### src/rtl/io_tape_device.sv
// Device-side paper-tape reader and punch with host-loadable FIFOs.
// Define IO_TAPE_PACE_EN to hold each GAP state for PACE_CYCLES cycles.
module io_tape_device #(
  parameter int unsigned FIFO_AW     = 4,
  parameter int unsigned PACE_CYCLES = 8
) (
  input  logic               clk,
  input  logic               resetn,
  input  logic               input_rdy_from_io,
  output logic               input_val_to_io,
  output logic [4:0]         input_data_to_io,
  input  logic               output_rdy_from_io,
  input  logic [4:0]         output_data_from_io,
  output logic               output_ack_to_io,
  input  logic               tape_in_valid,
  input  logic [4:0]         tape_in_data,
  output logic               tape_in_ready,
  output logic               punch_out_valid,
  output logic [4:0]         punch_out_data,
  input  logic               punch_out_ready,
  output logic [FIFO_AW:0]   reader_count,
  output logic [FIFO_AW:0]   punch_count
);

  localparam int unsigned DEPTH = 1 << FIFO_AW;
  localparam int unsigned CW    = FIFO_AW + 1;

  if (PACE_CYCLES < 1) begin : g_bad_pace
    $error("PACE_CYCLES must be at least 1");
  end

  typedef enum logic [1:0] {RD_IDLE, RD_VAL, RD_GAP} rd_state_e;
  typedef enum logic [1:0] {PU_IDLE, PU_ACK, PU_GAP} pu_state_e;

  logic [4:0]         rd_mem_q [DEPTH];
  logic [FIFO_AW-1:0] rd_wptr_q, rd_rptr_q;
  logic [FIFO_AW:0]   rd_cnt_q;
  logic               rd_full_c, rd_empty_c, rd_push_c, rd_pop_c;

  logic [4:0]         pu_mem_q [DEPTH];
  logic [FIFO_AW-1:0] pu_wptr_q, pu_rptr_q;
  logic [FIFO_AW:0]   pu_cnt_q;
  logic               pu_full_c, pu_empty_c, pu_push_c, pu_pop_c;

  rd_state_e rd_state_q, rd_state_d;
  pu_state_e pu_state_q, pu_state_d;
  logic      input_val_q, output_ack_q;
  logic      rd_gap_done_c, pu_gap_done_c;

  assign rd_full_c  = (rd_cnt_q == CW'(DEPTH));
  assign rd_empty_c = (rd_cnt_q == '0);
  assign rd_push_c  = tape_in_valid && !rd_full_c;
  assign pu_full_c  = (pu_cnt_q == CW'(DEPTH));
  assign pu_empty_c = (pu_cnt_q == '0);
  assign pu_pop_c   = punch_out_ready && !pu_empty_c;

  // Storage arrays carry no reset; an empty FIFO presents zero at its head.
  always_ff @(posedge clk) begin
    if (rd_push_c) rd_mem_q[rd_wptr_q] <= tape_in_data;
    if (pu_push_c) pu_mem_q[pu_wptr_q] <= output_data_from_io;
  end

  always_ff @(posedge clk) begin
    if (!resetn) begin
      rd_wptr_q <= '0;
      rd_rptr_q <= '0;
      rd_cnt_q  <= '0;
      pu_wptr_q <= '0;
      pu_rptr_q <= '0;
      pu_cnt_q  <= '0;
    end else begin
      if (rd_push_c) rd_wptr_q <= rd_wptr_q + FIFO_AW'(1);
      if (rd_pop_c)  rd_rptr_q <= rd_rptr_q + FIFO_AW'(1);
      if (rd_push_c && !rd_pop_c)      rd_cnt_q <= rd_cnt_q + CW'(1);
      else if (!rd_push_c && rd_pop_c) rd_cnt_q <= rd_cnt_q - CW'(1);
      if (pu_push_c) pu_wptr_q <= pu_wptr_q + FIFO_AW'(1);
      if (pu_pop_c)  pu_rptr_q <= pu_rptr_q + FIFO_AW'(1);
      if (pu_push_c && !pu_pop_c)      pu_cnt_q <= pu_cnt_q + CW'(1);
      else if (!pu_push_c && pu_pop_c) pu_cnt_q <= pu_cnt_q - CW'(1);
    end
  end

  // Reader: pop only when the I/O unit releases rdy, so data holds while val is high.
  always_comb begin
    rd_state_d = rd_state_q;
    rd_pop_c   = 1'b0;
    unique case (rd_state_q)
      RD_IDLE: if (input_rdy_from_io && !rd_empty_c) rd_state_d = RD_VAL;
      RD_VAL: begin
        if (!input_rdy_from_io) begin
          rd_state_d = RD_GAP;
          rd_pop_c   = 1'b1;
        end
      end
      RD_GAP:  if (rd_gap_done_c) rd_state_d = RD_IDLE;
      default: rd_state_d = RD_IDLE;
    endcase
  end

  // Punch: capture the offered code on the same edge ack is raised.
  always_comb begin
    pu_state_d = pu_state_q;
    pu_push_c  = 1'b0;
    unique case (pu_state_q)
      PU_IDLE: begin
        if (output_rdy_from_io && !pu_full_c) begin
          pu_state_d = PU_ACK;
          pu_push_c  = 1'b1;
        end
      end
      PU_ACK:  if (!output_rdy_from_io) pu_state_d = PU_GAP;
      PU_GAP:  if (pu_gap_done_c) pu_state_d = PU_IDLE;
      default: pu_state_d = PU_IDLE;
    endcase
  end

  always_ff @(posedge clk) begin
    if (!resetn) begin
      rd_state_q   <= RD_IDLE;
      pu_state_q   <= PU_IDLE;
      input_val_q  <= 1'b0;
      output_ack_q <= 1'b0;
    end else begin
      rd_state_q   <= rd_state_d;
      pu_state_q   <= pu_state_d;
      input_val_q  <= (rd_state_d == RD_VAL);
      output_ack_q <= (pu_state_d == PU_ACK);
    end
  end

`ifdef IO_TAPE_PACE_EN
  localparam int unsigned PW = $clog2(PACE_CYCLES + 1);

  logic [PW-1:0] rd_pace_q, rd_pace_d, pu_pace_q, pu_pace_d;

  // Down-counters loaded on GAP entry; GAP exits on the cycle they read zero.
  always_comb begin
    rd_pace_d = rd_pace_q;
    pu_pace_d = pu_pace_q;
    if (rd_state_q == RD_VAL && rd_state_d == RD_GAP)
      rd_pace_d = PW'(PACE_CYCLES - 1);
    else if (rd_state_q == RD_GAP && rd_pace_q != '0)
      rd_pace_d = rd_pace_q - PW'(1);
    if (pu_state_q == PU_ACK && pu_state_d == PU_GAP)
      pu_pace_d = PW'(PACE_CYCLES - 1);
    else if (pu_state_q == PU_GAP && pu_pace_q != '0)
      pu_pace_d = pu_pace_q - PW'(1);
  end

  always_ff @(posedge clk) begin
    if (!resetn) begin
      rd_pace_q <= '0;
      pu_pace_q <= '0;
    end else begin
      rd_pace_q <= rd_pace_d;
      pu_pace_q <= pu_pace_d;
    end
  end

  assign rd_gap_done_c = (rd_pace_q == '0);
  assign pu_gap_done_c = (pu_pace_q == '0);
`else
  assign rd_gap_done_c = 1'b1;
  assign pu_gap_done_c = 1'b1;
`endif

  assign input_val_to_io  = input_val_q;
  assign output_ack_to_io = output_ack_q;
  assign input_data_to_io = rd_empty_c ? 5'b0 : rd_mem_q[rd_rptr_q];
  assign punch_out_data   = pu_empty_c ? 5'b0 : pu_mem_q[pu_rptr_q];
  assign tape_in_ready    = !rd_full_c;
  assign punch_out_valid  = !pu_empty_c;
  assign reader_count     = rd_cnt_q;
  assign punch_count      = pu_cnt_q;

endmodule

### config.mk
export PLATFORM = sky130hd
export DESIGN_NAME = io_tape_device
export DESIGN_NICKNAME = d
export VERILOG_FILES = /design/src/rtl/io_tape_device.sv
export SDC_FILE = /design/constraint.sdc
export NUM_CORES = 1
export LEC_CHECK = 0
export CAP_MARGIN = 25
export CORE_ASPECT_RATIO = 1.5
export CORE_UTILIZATION = 55
export DETAILED_ROUTE_END_ITERATION = 6
export PLACE_DENSITY = 0.74
export RECOVER_POWER = 50
export SYNTH_ARGS = -nofsm -noshare
export SYNTH_HDL_FRONTEND = slang
export SYNTH_SLANG_ARGS = --single-unit
### constraint.sdc
create_clock -name clk -period 3.8 [get_ports clk]
set_clock_uncertainty 0.2 [all_clocks]
set_input_delay 0.76 -clock clk [delete_from_list [all_inputs] [get_ports clk]]
set_output_delay 0.76 -clock clk [all_outputs]
set_load 0.1 [all_outputs]
== Word-level counts from Yosys, hierarchy flattened ==
Memories as Yosys holds them, arrays and structs flattened. A register that Yosys moved wholly into a read port is not among the register bits.
Index checks and enable logic that the tools add are counted.

* Flip-flop bits (word level): 32
* Bits in latches: 0
* RAM bits: 160
* Memory bits (read-only): 0
* Input port bits: 16
* Output and inout bits: 24
* Memories: 2

{| class="wikitable"
|+ Memories
! memory !! words !! width !! rd ports !! clocked after Yosys merged registers in !! write ports !! RTL line !! source
|-
| pu_mem_q || 16 || 5 || 1 || 1 || 1 || 40 || <nowiki>logic [4:0] pu_mem_q [DEPTH];</nowiki>
|-
| rd_mem_q || 16 || 5 || 1 || 1 || 1 || 35 || <nowiki>logic [4:0] rd_mem_q [DEPTH];</nowiki>
|}

* $add $sub $neg: 8
* Multiply operators: 0
* Div/mod/pow operators: 0
* Order comparisons: 0
* Equal/unequal tests: 6
* Shifts and indexed selects: 0
* Multiplexer cells: 24
* Bitwise gates (word level): 0
* Reduce and logical (&&, ||, !) cells: 22

{| class="wikitable"
|+ Operator list
! operator !! number
|-
| 5-bit 2-to-1 mux || 6
|-
| 4-bit by 1-bit adder with 4-bit output (second input constant) || 4
|-
| 4-bit 2-to-1 mux || 4
|-
| 5-bit by 1-bit adder with 5-bit output (second input constant) || 2
|-
| 5-bit == test (second input constant) || 2
|-
| 5-bit zero test || 2
|-
| 5-bit by 1-bit subtractor with 5-bit output (second input constant) || 2
|-
| 2-bit by 1-bit == test with 1-bit output (second input constant) || 4
|-
| 1-bit logical AND || 8
|-
| 1-bit zero test || 8
|-
| 1-bit 2-to-1 mux || 8
|-
| 2-bit 2-to-1 mux || 4
|-
| 2-bit case mux with 2 select lines || 2
|-
| 2-bit zero test || 2
|-
| 2-bit nonzero test || 2
|}

== Depth between registers and ports, before layout ==
* Depth in word-level cells: 9
* Gate-level depth with buffers: 11
* Depth with buffers taken out: 9

== Least setup slack after synthesis ==
OpenSTA, ideal clock, no wires.

* Path type: register to output
* From: register pu_cnt_q[0], in the netlist punch_count[0]
* To: output punch_out_data[0]
* Arrival: 3.809 ns
* Required time: 2.840 ns
* Slack: -0.969 ns
* Cell stages (with the launch flop): 5
* Cells stage by stage: dfxtp_1 > or4_4 > buf_6 > nor2_1 > a211oi_1

* Cells in the longest elaborated chain, start to end: 2

{| class="wikitable"
|+ RTL lines
! item !! RTL line !! source
|-
| from (decl) || 42 || <nowiki>logic [FIFO_AW:0] pu_cnt_q;</nowiki>
|-
| from (signal assigned) || 78 || <nowiki>if (pu_push_c && !pu_pop_c) pu_cnt_q <= pu_cnt_q + CW'(1);</nowiki>
|-
| from (signal assigned) || 79 || <nowiki>else if (!pu_push_c && pu_pop_c) pu_cnt_q <= pu_cnt_q - CW'(1);</nowiki>
|-
| 5-bit zero test || 54 || <nowiki>assign pu_empty_c = (pu_cnt_q == '0);</nowiki>
|-
| 5-bit 2-to-1 mux || 170 || <nowiki>assign punch_out_data = pu_empty_c ? 5'b0 : pu_mem_q[pu_rptr_q];</nowiki>
|-
| to (decl) || 19 || <nowiki>output logic [4:0] punch_out_data,</nowiki>
|}

No other way between the ends.

== Worst setup path after layout ==
* From: register pu_cnt_q[0], in the netlist punch_count[0]
* To: output punch_out_data[3]

Same word-level chain as after synthesis.

==> impl.org <==
** Synthesis
- In this run, synthesis produced a sequential element count of 200.
- The synthesized netlist contains 41 unique library cells.
- Number of nets produced by synthesis :: approximately 530
- After technology mapping, the gate count stands at 490.
- Synth async-reset ratio :: 0%
- In this run the biggest area consumer among cell types represents between 50% and 60% of the synthesized area.
- Of the synthesized area, sequential elements account for 68.3%.
- Most used flip-flop cell after synthesis :: sky130_fd_sc_hd__edfxtp_1
- Yosys mapped a number of flops with a built-in enable equal to 160.
- Average footprint of a synthesized cell :: 16.7 sq um
- Cell type with the highest aggregate area in the netlist :: sky130_fd_sc_hd__edfxtp_1
- The mapped netlist covers 8200 sq um.
- Synth Warn # :: 0
- Most numerous cell in the Yosys netlist :: sky130_fd_sc_hd__edfxtp_1
- In the post-synthesis netlist, the biggest area contributors are sky130_fd_sc_hd__edfxtp_1 (59%), sky130_fd_sc_hd__mux4_2 (11%), sky130_fd_sc_hd__dfxtp_1 (9.8%).
- Leading cell types by count after synthesis :: sky130_fd_sc_hd__edfxtp_1 (160), sky130_fd_sc_hd__dfxtp_1 (40), sky130_fd_sc_hd__mux4_2 (40), sky130_fd_sc_hd__nor2_1 (28), sky130_fd_sc_hd__a211oi_1 (22)

** Clock network
- Maximum count of clock buffers along a single path :: 2
- The tree is rooted in a sky130_fd_sc_hd__clkbuf_16.
- Count of hold buffers inserted by post-cts repair :: 0
- CTS tree :: built
- Sink count of the clock tree :: 200
- Post-CTS sizing :: 0
- CTS buffer count :: 17
- In this run the post-CTS setup repair buffer count came out at 0.
- Clock latency on the worst-skew pair, taken at its later pin, is 420 ps.
- # H-tree levels :: 4
- Clock input transition at the sequential cells of the worst setup and hold paths :: ~70 ps

** Place
- Final HPWL DP :: roughly 10000 microns
- Number of I/O port buffers :: 39
- Final weighted congestion of routability-driven global placement :: ~0.73
- Once placement completed, the tool counted placed cells totaling between 700 and 800.

** Setup path
- Traced cell by cell, the critical path runs through or4_1 -> nor2_1 -> a211oi_1 -> buf_12.
- Buf+Inv Stages, Crit Path :: 1
- Along the worst path, the maximum fanout reaches 7.
- STA classifies the critical path startpoint as a flop.
- For this design, the slowest cell found on the critical path is sky130_fd_sc_hd__or4_1.
- Class of the most critical setup path :: flop to output port
- STA classifies the critical path endpoint as an output port.
- Data required, critical path :: 2840 ps
- In this run the critical register-to-register path is captured at punch_count[3].
- Endpoint of the most critical setup path :: punch_out_data[3]
- In this design, the stage delay of the slowest critical-path cell is 750 ps.
- The number of cells on the worst reg-to-reg path is 9.
- Critical path startpoint :: punch_count[0]
- R2R Path Start :: punch_count[0]
- Setup slack of the worst register-to-register path :: 570 ps
- Top delay family on crit path :: simple AND/OR/NAND/NOR gates
- At the worst endpoint, the arrival time is between 2000 and 3000 ps.
- Counting buffers and inverters, the worst setup path is 4 cells deep.

** Floorplan
- The die is 102 microns wide.
- Placement row count :: 54
- Area enclosed by the die boundary :: 15400 sq um
- Once the floorplan was initialized, standard cells occupied 56.5% of the core.
- During I/O placement, the number of pins put on the boundary was 40.
- In this run the vertical extent of the chip is 152 microns.
- CORE AREA :: 14500 sq um

** Cells and area
- Syn-to-layout area delta :: 15.8%
- Post-Layout Cell Count :: 747
- Fraction of final layout cells sized beyond drive strength 1 :: 20.3%
- Count of inserted antenna diode cells :: 0
- At the end of the flow the core is filled with cells to roughly two thirds.
- Fin nets :: around 570
- Fill cells in the final layout number around 1000.

** GRT
- After global routing, the most crowded layer is met2.
- The number of antenna violations at the first check in global routing is 0.
- Entering global routing, the biggest net connects 30 pins.
- M2 GR Usage :: about two fifths
- Vias in the first global route :: 4444
- In the global route stage, overall resource usage came out at 21.0%.
- The first global-routing pass estimated roughly 23000 microns of wire.
- After global routing the overflow that remains totals 0.
- In the global route stage, met1 resource usage came out at 21.9%.
- Global routing consumed, on the met3 layer, 4.40% of the routing resources.

** Pwr
- IR analysis of the VDD net gives a maximum drop of 0.000445 V.
- PD cells :: 738 nW/um^2
- The analysis attributes to cell leakage a power of roughly 3.1 nW.

** STA
- The final critical path takes up 92.3% of the cycle.
- Post-layout min period :: around 3500 ps
- At the pin with the least slew margin, the transition time is 1060 ps.
- Endpoints failing setup :: 0
- The hold violation total from the final report came to 0.
- For this run, the top clock speed supported by timing is 285 MHz.
- Number of pins with negative max-slew slack in the final report :: 0
- Setup repair after global routing left no endpoint under its margin.
- Normalized max-slew margin :: 29.6%

** Job
- Number of max-capacitance violations reported :: 0

** Route
- Initial DRT Pass Iterations :: 5
- Vias per inst :: 5.68
- In this run, the number of DRC markers left after iteration 0 of detailed routing was ~160.
- After detailed routing, the average wire length per cell comes to ~20 microns.
- Summed over all layers, the routed wires come to 14900 microns.
- In this run the remaining antenna-violating nets after routing total 0.
- DRC Markers :: 0
- The routed layout has 4242 vias.

** Worst hold path
- Origin of the worst min-delay path :: pu_state_q[1]
- In this run the worst hold path is classified as flop to flop.

** Status
- Status :: complete, no violations
[cells in the final DEF, fill, tap and decap left out, types with 3 or more instances in the layout]
master / instances
sky130_fd_sc_hd__mux4_2: 40
sky130_fd_sc_hd__edfxtp_1: 160
sky130_fd_sc_hd__clkinv_4: 3
sky130_fd_sc_hd__a211oi_2: 5
sky130_fd_sc_hd__buf_4: 20
sky130_fd_sc_hd__and2_0: 6
sky130_fd_sc_hd__nand3_1: 7
sky130_fd_sc_hd__nand2b_1: 6
sky130_fd_sc_hd__a211oi_1: 17
sky130_fd_sc_hd__xnor2_1: 12
sky130_fd_sc_hd__nand4_1: 3
sky130_fd_sc_hd__nor2b_1: 17
sky130_fd_sc_hd__inv_8: 5
sky130_fd_sc_hd__nor2_1: 28
sky130_fd_sc_hd__nor3_1: 13
sky130_fd_sc_hd__ha_1: 18
sky130_fd_sc_hd__inv_1: 11
sky130_fd_sc_hd__mux2i_1: 20
sky130_fd_sc_hd__clkdlybuf4s50_1: 13
sky130_fd_sc_hd__a21oi_1: 4
sky130_fd_sc_hd__clkbuf_16: 17
sky130_fd_sc_hd__nand2_1: 20
sky130_fd_sc_hd__clkbuf_1: 3
sky130_fd_sc_hd__dlygate4sd3_1: 11
sky130_fd_sc_hd__dfxtp_1: 40
sky130_fd_sc_hd__and2_1: 10
sky130_fd_sc_hd__buf_12: 10
[cells by family (layout without fill, tap and decap cells)]
| kind of cell | Yosys count | in the layout | share of synthesized area (%) |
|---|---|---|---|
| muxes | 60 | 60 | 13.4 |
| AOI/OAI and AO/OA | 42 | 42 | 4.16 |
| buffers and inverters | 37 | 98 | 2.00 |
| adders and majority gates | 20 | 20 | 3.23 |
| and+or+nand+nor | 118 | 118 | 7.47 |
| DFF | 200 | 200 | 68.3 |
| xor gates and xnor gates | 13 | 13 | 1.39 |
[where the power goes]
group | total, mW | internal (mW) | switching [mW]
Combinational | 2.67 | 0.908 | 1.77
Clock | 1.71 | 0.873 | 0.833
Sequential | 2.63 | 2.50 | 0.135
Total | 7.01 | 4.28 | 2.73
[registers in the layout, summed over array words and instances (netlist names), 2 cells and up, named ones only]
signal and flops:
pu_rptr_q 4, pu_state_q 2, pu_mem_q 80, rd_rptr_q 4, rd_wptr_q 4, pu_wptr_q 4
rd_mem_q 80, reader_count 5, rd_state_q 2, punch_count 5
[area by class of cell]
cell class,instances,area (sq um),share of cell area [%]
clock buffers,19,433,4.56
clock inverters,13,129,1.36
inverters,11,41.3,0.435
multi-input cells,253,2450,25.8
flip-flops and latches,200,5610,59.0
well taps,196,245,2.58
repair buffers,55,594,6.26
[per-stage QoR]
| stage | worst slack [ps] | hold slack (ps) | total power [mW] | instance area, sq um | TNS, ps |
|---|---|---|---|---|---|
| after floorplan | -969 | 196 | 4.61 | 8230 | -4840 |
| after global placement | 399 | 206 | 5.34 | 8950 | 0 |
| after detailed placement | 326 | 208 | 5.39 | 8950 | 0 |
| after CTS | 240 | 219 | 7.08 | 9510 | 0 |
| after global routing | 160 | 263 | 7.26 | 9500 | 0 |
| final | 291 | 219 | 7.01 | 9500 | 0 |
[worst min-delay path by stage]
stage,end,slack [ps],cells after the start
global placement,pu_state_q[1],210,1
finish,pu_state_q[1],220,1
CTS,pu_state_q[1],220,1
floorplan,pu_state_q[1],200,1
global route,pu_state_q[1],260,1
detailed placement,pu_state_q[1],210,1
[metal layers]
layer | vias to the layer above | part of all wire [%]
li1 | 1984 | -
met1 | 2156 | 37
met2 | 78 | 58
met3 | 24 | 2.4
met4 | 0 | 2.6
met5 | - | 0
(Power assumes the default switching activity.)
